==> src/rtl/huff_code_gen.sv <==
// rtl/huff_code_gen.sv - Huffman code generator: tree build, depth walk, canonical codes, emit
module huff_code_gen #(
  parameter int NUM_SYM = 4,
  parameter int SYM_W   = 8,
  parameter int FREQ_W  = 8,
  parameter int MAX_LEN = NUM_SYM - 1,
  parameter int LEN_W   = $clog2(MAX_LEN + 1)
) (
  input  logic               clk,
  input  logic               reset_n,
  input  logic               in_valid,
  output logic               in_ready,
  input  logic [SYM_W-1:0]   in_sym,
  input  logic [FREQ_W-1:0]  in_freq,
  output logic               out_valid,
  input  logic               out_ready,
  output logic [SYM_W-1:0]   out_sym,
  output logic [MAX_LEN-1:0] out_code,
  output logic [LEN_W-1:0]   out_len,
  output logic               out_last,
  output logic               busy
);

  localparam int NODES  = 2 * NUM_SYM - 1;
  localparam int NODE_W = $clog2(NODES);
  localparam int LEAF_W = $clog2(NUM_SYM);
  localparam int SUM_W  = FREQ_W + $clog2(NUM_SYM);
  localparam int CNT_W  = $clog2(NUM_SYM + MAX_LEN + 1);

  localparam logic [CNT_W-1:0] LAST_LEAF  = CNT_W'(NUM_SYM - 1);
  localparam logic [CNT_W-1:0] LAST_MERGE = CNT_W'(NUM_SYM - 2);
  localparam logic [CNT_W-1:0] LAST_CANON = CNT_W'(MAX_LEN - 1);

  typedef enum logic [2:0] {
    S_IDLE,
    S_LOAD,
    S_MERGE,
    S_DEPTH,
    S_CANON,
    S_EMIT
  } state_t;

  state_t state, next_state;

  // Node tables: leaves at 0..N-1, internal nodes at N..2N-2. Child pointers
  // are indexed by the parent's node number so leaf slots simply go unused.
  logic [SYM_W-1:0]   sym_tab   [NUM_SYM];
  logic [SUM_W-1:0]   freq_tab  [NODES];
  logic [NODE_W-1:0]  left_tab  [NODES];
  logic [NODE_W-1:0]  right_tab [NODES];
  logic [LEN_W-1:0]   depth_tab [NODES];
  logic [MAX_LEN-1:0] code_tab  [NUM_SYM];
  logic [NODES-1:0]   active;

  // Shared step counter: load index, merge step, depth step, canon length-1, emit index.
  logic [CNT_W-1:0]   cnt;
  logic [LEAF_W-1:0]  leaf_idx;

  // Canonical-code running state carried across lengths.
  logic [MAX_LEN-1:0] prev_code;
  logic [LEN_W-1:0]   prev_len;
  logic               have_prev;

  logic [NODE_W-1:0]  min1, min2, new_node, visit;
  logic               found1, found2;

  logic [MAX_LEN-1:0] code_next [NUM_SYM];
  logic [MAX_LEN-1:0] c_code;
  logic [LEN_W-1:0]   c_len, cur_len;
  logic               c_have;

  assign leaf_idx = cnt[LEAF_W-1:0];
  assign new_node = NODE_W'(NUM_SYM) + NODE_W'(cnt);
  assign visit    = NODE_W'(NODES - 1) - NODE_W'(cnt);

  // State register.
  always_ff @(posedge clk) begin
    if (!reset_n) state <= S_IDLE;
    else          state <= next_state;
  end

  // Next-state logic and handshake/status outputs.
  always_comb begin
    next_state = state;
    in_ready   = 1'b0;
    out_valid  = 1'b0;
    busy       = 1'b1;
    case (state)
      S_IDLE: begin
        in_ready = 1'b1;
        busy     = 1'b0;
        if (in_valid) next_state = S_LOAD;
      end
      S_LOAD: begin
        in_ready = 1'b1;
        if (in_valid && cnt == LAST_LEAF) next_state = S_MERGE;
      end
      S_MERGE: if (cnt == LAST_MERGE) next_state = S_DEPTH;
      S_DEPTH: if (cnt == LAST_MERGE) next_state = S_CANON;
      S_CANON: if (cnt == LAST_CANON) next_state = S_EMIT;
      S_EMIT: begin
        out_valid = 1'b1;
        if (out_ready && cnt == LAST_LEAF) next_state = S_IDLE;
      end
      default: next_state = S_IDLE;
    endcase
  end

  // Pick the two smallest active nodes; strict '<' over ascending index breaks ties low.
  always_comb begin
    min1   = '0;
    min2   = '0;
    found1 = 1'b0;
    found2 = 1'b0;
    for (int i = 0; i < NODES; i++) begin
      if (active[i] && (!found1 || freq_tab[i] < freq_tab[min1])) begin
        min1   = NODE_W'(i);
        found1 = 1'b1;
      end
    end
    for (int i = 0; i < NODES; i++) begin
      if (active[i] && NODE_W'(i) != min1 && (!found2 || freq_tab[i] < freq_tab[min2])) begin
        min2   = NODE_W'(i);
        found2 = 1'b1;
      end
    end
  end

  // Assign canonical codes to every leaf of the current length, in leaf index order.
  always_comb begin
    c_code  = prev_code;
    c_len   = prev_len;
    c_have  = have_prev;
    cur_len = LEN_W'(cnt) + LEN_W'(1);
    for (int i = 0; i < NUM_SYM; i++) code_next[i] = code_tab[i];
    for (int i = 0; i < NUM_SYM; i++) begin
      if (depth_tab[i] == cur_len) begin
        if (c_have) c_code = (c_code + MAX_LEN'(1)) << (cur_len - c_len);
        else        c_code = '0;
        c_have       = 1'b1;
        c_len        = cur_len;
        code_next[i] = c_code;
      end
    end
  end

  // Datapath: table updates for each phase and the shared step counter.
  always_ff @(posedge clk) begin
    if (!reset_n) begin
      for (int i = 0; i < NUM_SYM; i++) begin
        sym_tab[i]  <= '0;
        code_tab[i] <= '0;
      end
      for (int i = 0; i < NODES; i++) begin
        freq_tab[i]  <= '0;
        left_tab[i]  <= '0;
        right_tab[i] <= '0;
        depth_tab[i] <= '0;
      end
      active    <= '0;
      cnt       <= '0;
      prev_code <= '0;
      prev_len  <= '0;
      have_prev <= 1'b0;
    end else begin
      case (state)
        S_IDLE: if (in_valid) begin
          active <= NODES'(1);
          for (int i = 0; i < NODES; i++) depth_tab[i] <= '0;
          sym_tab[0]  <= in_sym;
          freq_tab[0] <= SUM_W'(in_freq);
          have_prev   <= 1'b0;
          cnt         <= CNT_W'(1);
        end
        S_LOAD: if (in_valid) begin
          sym_tab[leaf_idx]              <= in_sym;
          freq_tab[NODE_W'(leaf_idx)]    <= SUM_W'(in_freq);
          active[NODE_W'(leaf_idx)]      <= 1'b1;
          cnt <= (cnt == LAST_LEAF) ? '0 : cnt + CNT_W'(1);
        end
        S_MERGE: begin
          freq_tab[new_node]  <= freq_tab[min1] + freq_tab[min2];
          left_tab[new_node]  <= min1;
          right_tab[new_node] <= min2;
          active[min1]        <= 1'b0;
          active[min2]        <= 1'b0;
          active[new_node]    <= 1'b1;
          cnt <= (cnt == LAST_MERGE) ? '0 : cnt + CNT_W'(1);
        end
        S_DEPTH: begin
          // Parents always carry higher indices than children, so a descending
          // walk sees each node's depth settled before it is propagated.
          depth_tab[left_tab[visit]]  <= depth_tab[visit] + LEN_W'(1);
          depth_tab[right_tab[visit]] <= depth_tab[visit] + LEN_W'(1);
          cnt <= (cnt == LAST_MERGE) ? '0 : cnt + CNT_W'(1);
        end
        S_CANON: begin
          for (int i = 0; i < NUM_SYM; i++) code_tab[i] <= code_next[i];
          prev_code <= c_code;
          prev_len  <= c_len;
          have_prev <= c_have;
          cnt <= (cnt == LAST_CANON) ? '0 : cnt + CNT_W'(1);
        end
        S_EMIT: if (out_ready) begin
          cnt <= (cnt == LAST_LEAF) ? '0 : cnt + CNT_W'(1);
        end
        default: cnt <= '0;
      endcase
    end
  end

  // Output entry mux; zero whenever no entry is being offered.
  always_comb begin
    out_sym  = '0;
    out_code = '0;
    out_len  = '0;
    out_last = 1'b0;
    if (out_valid) begin
      out_sym  = sym_tab[leaf_idx];
      out_code = code_tab[leaf_idx];
      out_len  = depth_tab[NODE_W'(leaf_idx)];
      out_last = (cnt == LAST_LEAF);
    end
  end

endmodule

==> config.mk <==
export PLATFORM = sky130hd
export DESIGN_NAME = huff_code_gen
export DESIGN_NICKNAME = d
export VERILOG_FILES = /design/src/rtl/huff_code_gen.sv
export SDC_FILE = /design/constraint.sdc
export NUM_CORES = 1
export LEC_CHECK = 0
export CAP_MARGIN = 20
export CORE_ASPECT_RATIO = 1.2
export CORE_UTILIZATION = 41
export DETAILED_ROUTE_END_ITERATION = 8
export PLACE_DENSITY = 0.54
export SETUP_SLACK_MARGIN = 0.02
export SLEW_MARGIN = 10
export SYNTH_ARGS = -nofsm -noshare
export SYNTH_HDL_FRONTEND = slang
export SYNTH_SLANG_ARGS = --single-unit
==> constraint.sdc <==
create_clock -name clk -period 79.2 [get_ports clk]
set_input_delay 15.84 -clock clk [delete_from_list [all_inputs] [get_ports clk]]
set_output_delay 15.84 -clock clk [all_outputs]
set_load 0.03 [all_outputs]
# Word-level counts from Yosys, hierarchy flattened
# Memory sizes are Yosys's and may differ from the RTL's. A register that Yosys moved wholly into a read port is not among the register bits.
# Index checks and enable logic that the tools add are counted.
[totals]
reg_bits = 19
latch_bits = 0
mem_bits_rw = 170
romBits = 0
in_bits = 20
out_inout_bits = 17
word_cells = 300
n_memories = 6
[memory_table]
columns = ["name", "words", "word_bits", "read_ports", "rd_ports_with_merged_regs", "write_ports", "line", "rtl"]
rows = [
  ["freq_tab", 7, 10, 19, 0, 7, "48", "logic [SUM_W-1:0] freq_tab [NODES];"],
  ["sym_tab", 4, 8, 1, 1, 4, "47", "logic [SYM_W-1:0] sym_tab [NUM_SYM];"],
  ["left_tab", 7, 3, 1, 0, 7, "49", "logic [NODE_W-1:0] left_tab [NODES];"],
  ["right_tab", 7, 3, 1, 0, 7, "50", "logic [NODE_W-1:0] right_tab [NODES];"],
  ["depth_tab", 7, 2, 6, 1, 7, "51", "logic [LEN_W-1:0] depth_tab [NODES];"],
  ["code_tab", 4, 3, 1, 1, 4, "52", "logic [MAX_LEN-1:0] code_tab [NUM_SYM];"],
]
[classes]
n_addsub = 14
n_mul = 0
div = 0
magnitude_cmp = 19
n_eq_ne = 29
shift = 4
mux = 133
n_bitwise = 19
n_reduce_logical = 70
[ops]
columns = ["cell", "count"]
rows = [
  ["3-bit 2-to-1 mux", 47],
  ["10-bit < comparator", 11],
  ["1-bit 2-to-1 mux", 51],
  ["2-bit 2-to-1 mux", 19],
  ["10-bit 2-to-1 mux", 3],
  ["1-bit logical AND", 25],
  ["8-bit 2-to-1 mux", 3],
  ["7-bit one-hot mux with 3 select lines", 1],
  ["10-bit OR reduction", 2],
  ["3-bit one-hot mux with 6 select lines", 1],
  ["2-bit inequality test, second input constant", 8],
  ["3-bit by 1-bit adder with 3-bit output, second input constant", 5],
  ["7-bit bitwise AND", 2],
  ["7-bit 2-to-1 mux", 2],
  ["7-bit inverter", 2],
  ["1-bit OR", 13],
  ["3-bit by 2-bit equality test with 1-bit output, second input constant", 4],
  ["1-bit zero test", 12],
  ["1-bit logical OR", 12],
  ["3-bit by 4-bit < comparator with 1-bit output, second input constant", 3],
  ["3-bit one-hot mux with 4 select lines", 1],
  ["3-bit by 2-bit << shifter with 3-bit output", 4],
  ["10-bit adder", 1],
  ["2-bit AND reduction", 5],
  ["27 further kinds", 51],
]

# Longest topological paths before layout
# An unclocked memory read counts as a cell.
[depth]
depth_word = 70
ltp_mapped = 173

# Worst setup path before layout
# OpenSTA, ideal clock, no wires.
[synth_timing]
path_type = "register -> register"
start = "memory freq_tab[1][5] (netlist name)"
end = "memory freq_tab[0][9] (netlist name), data pin"
setup_time_ps = 278
arrival_time_ps = 28035
required_ps = 78922
path_slack_ps = 50887
stages_incl_launch_ff = 157
path_buffers = 17
synth_period_minus_slack_ps = 28313
path_cell_list = "edfxtp_1 ha_1 a41oi_1 a2bb2oi_1 o21a_1 clkbuf_1 nand2_1 a21boi_0 ha_1 nand4_1 nor2_1 nand3_1 nor3_1 a21oi_1 nand2_1 clkbuf_1 clkbuf_1 o21ai_0 [121 not listed] o211a_1 a311oi_1 nand2_1 clkbuf_1 nand2_1 or3_1 and3b_1 ha_1 a21o_1 a21oi_1 o21bai_1 a21oi_1 o21bai_1 a21oi_1 o21bai_1 a21oi_1 o31a_1 nor4_1"
[synth_rtl]
columns = ["element", "line"]
rows = [
  ["from (decl)", "48"],
]

==> flow_metrics.tcl <==
set metrics [dict create \
    hold_viol_final 0 \
    cp.arrival_ns 35.75 \
    crit_family "compound AO/OA/AOI/OAI gates" \
    synth_mux_area_share_pct 8.25 \
    synthArstFlopShare_pct 0 \
    p_per_area_mw_per_mm2 20.6 \
    synth_top_cell_by_area "edfxtp_1" \
    crit_buf_inv 5 \
    maxSlewViolCount 0 \
    hold_buffers 0 \
    syn_area_mm2 0.0162 \
    dp_hpwl_mm 55.0 \
    synth_simple_gate_area_share_pct 20.4 \
    p_total_mw 0.367 \
    synthAdderAreaFrac_pct 9.56 \
    criticalPathCategory "flop to flop" \
    max_slew_margin_pct 28.9 \
    min_path_type "flop to flop" \
    post_cts_buffers 0 \
    clkSinkCount 199 \
    clkLatencyLatePin_ns 0.48 \
    fin_setup_tns_ns 0 \
    core_area_mm2 0.0388 \
    gr-usage-all-layers_pct 35.6 \
    synthFlopType "edfxtp_1" \
    wirelength_mm 70.8 \
    cp_slowest_cell "nor4_2" \
    synth_top_family_by_area "compound AO/OA/AOI/OAI gates" \
    grt_pass1_wl_mm 102 \
    numCtsBuffers 17 \
    yosysWarningCount 0 \
    synth-seq-area-share_pct 34.7 \
    period_share_pct 44.9 \
    fin_crit_ns 35.56 \
    tightest_slew_ns 1.05 \
    p_leak_nw 7.08 \
    dr.pass1.iters 6 \
    num_rows 79 \
    yosys-top-cells-count "nor2_1 (266), nand2_1 (201), edfxtp_1 (162)" \
    die_h_um 220 \
    post-synth-top-count-cell "nor2_1" \
    grt_max_degree 39 \
    drive_gt1_share_pct 8.29 \
    synth_cells 1863 \
    highest-signal-layer "met4" \
    cpPeakStageDelay_ns 0.83 \
    cts_tree "built" \
    synth_area_per_cell_um2 8.68 \
    area_growth_pct 9.90 \
    crit_path_end_kind "flop" \
    crit_start "freq_tab[0][5]" \
    vias_per_cell 6.32 \
    clk_pin_slew_ns 0.08 \
    synth-xor-area-share_pct 1.49 \
    min_from "left_tab[6][1]" \
    crit_path_start_kind "flop" \
    synth_edf_count 162 \
    grt_overflow 0 \
    setup_viol 0 \
    synth.top_cell.area_share_pct 30.1 \
    rsz0062_at_grt "false" \
    synth_seq_cells 199 \
    die_x_um 183 \
    syn_nets 2006 \
    cap_viol_max_count 0 \
    reg2reg_from "freq_tab[0][5]" \
    pin_count 37 \
    die_area_mm2 0.0403 \
    grt_pass1_vias 15000 \
    route.met2.wl_mm 33.7 \
    cts_root_buf "clkbuf_16" \
    wl_per_cell_um 29.4 \
    place_area_mm2 0.0171 \
    post-route-cell-area_mm2 0.0178 \
    critPathRequiredTime_ns 79.39 \
    vdd_ir_drop_max_uv 15.9 \
    start_util_pct 41.6 \
    antenna_cells 0 \
    fmax_mhz 28.1 \
    synth_compound_area_share_pct 21.6 \
    skew_ns 0.0181 \
    antenna_found_initial 1 \
    fin_nets 2012 \
    htreeDepth 4 \
    cp_max_fo 30 \
    vias 15200 \
    cts_resized 0 \
    antenna_left 0 \
    routabilityCongestion 1.08 \
    status "finished, final reports clean" \
    cpMostUsedCell "a21oi_1" \
    initialDrtViolationCount 1366 \
    post-route-drc-count 0 \
    met1_length_mm 26.0 \
    synth.area.top_cells "edfxtp_1 (30%), ha_1 (9.4%), nor2_1 (6.2%), o21ai_0 (4.8%), nand2_1 (4.7%)" \
    cts_max_path_buffers 2 \
    met3WireLength_mm 4.79 \
    port_buffers 36 \
    synthDistinctLibCells 96 \
]
==> worst min-delay path, delay by kind of cell (launching register included) <==
| kind | cells | cell delay (ns) |
|---|---|---|
| flops | 1 | 0.32 |
| compound gates | 1 | 0.07 |
| simple gates | 1 | 0.06 |
==> cell families after synthesis <==
group,count (synthesis)
AOI/OAI and AO/OA,533
adders and majority gates,123
xor gates and xnor gates,26
buffers and inverters,167
muxes,96
DFF,199
and+or+nand+nor,719
==> per-layer routing <==
layer	global-route usage, %	up-vias
met5	0	-
met4	28.7	0
met3	6.21	264
met2	60.6	709
met1	39.1	7306
li1	-	6945
==> flip-flops by register name, summed over array words and instances, names as in the netlist, named ones only <==
register and count:
active 7, sym_tab 32, prev_len 2, depth_tab 16, have_prev 1, prev_code 3, cnt 3, state 3
left_tab 24, right_tab 24, freq_tab 70, code_tab 12
==> per-stage QoR <==
step | setup slack [ns] | cells | hold slack [ns] | util (%)
2_1_floorplan | 50.89 | 1863 | 0.439 | -
3_3_place_gp | 44.44 | 2374 | 0.454 | 44.1
3_5_place_dp | 44.36 | 2375 | 0.473 | 44.1
4_1_cts | 44.24 | 2407 | 0.488 | 45.7
5_1_grt | 41.42 | 2408 | 0.514 | 45.8
6_report | 43.64 | 2408 | 0.489 | 45.8
==> cells in the final DEF (no fill, tap or decap), types with 23 or more instances in the layout <==
master / count
o21ai_0: 155
a21o_1: 27
dfxtp_1: 36
and2_1: 23
and3_1: 25
a211oi_1: 27
edfxtp_1: 162
clkdlybuf4s50_1: 35
ha_1: 122
nand2b_1: 26
mux4_2: 29
nand3_1: 42
nand2_1: 201
a21oi_1: 131
mux2i_1: 58
inv_1: 78
nor3_1: 38
buf_4: 39
nor2_1: 266
==> worst paths after layout <==
| check | endpoint | slack (ns) | cells after the start |
|---|---|---|---|
| setup / recovery | freq_tab[4][9] | 43.64 | 145 |
| hold reg to reg | left_tab[6][1] | 0.49 | 2 |
| hold / removal | left_tab[6][1] | 0.49 | 2 |
| setup reg to reg | freq_tab[4][9] | 43.64 | 145 |
==> report_power, final <==
group	internal [mW]	switching (mW)
Sequential	0.119	0.0107
Clock	0.0427	0.0463
Combinational	0.0529	0.0950
Total	0.215	0.152
==> cell type report <==
| type | count | area, um2 |
|---|---|---|
| inverter | 78 | 293 |
| timing repair buffer | 76 | 676 |
| clock buffer | 17 | 425 |
| multi-input combinational | 1497 | 9930 |
| sequential | 199 | 5610 |
| clock inverter | 15 | 185 |
| fill | 3822 | 21100 |
| tap | 526 | 658 |
(Power assumes the default switching activity.)
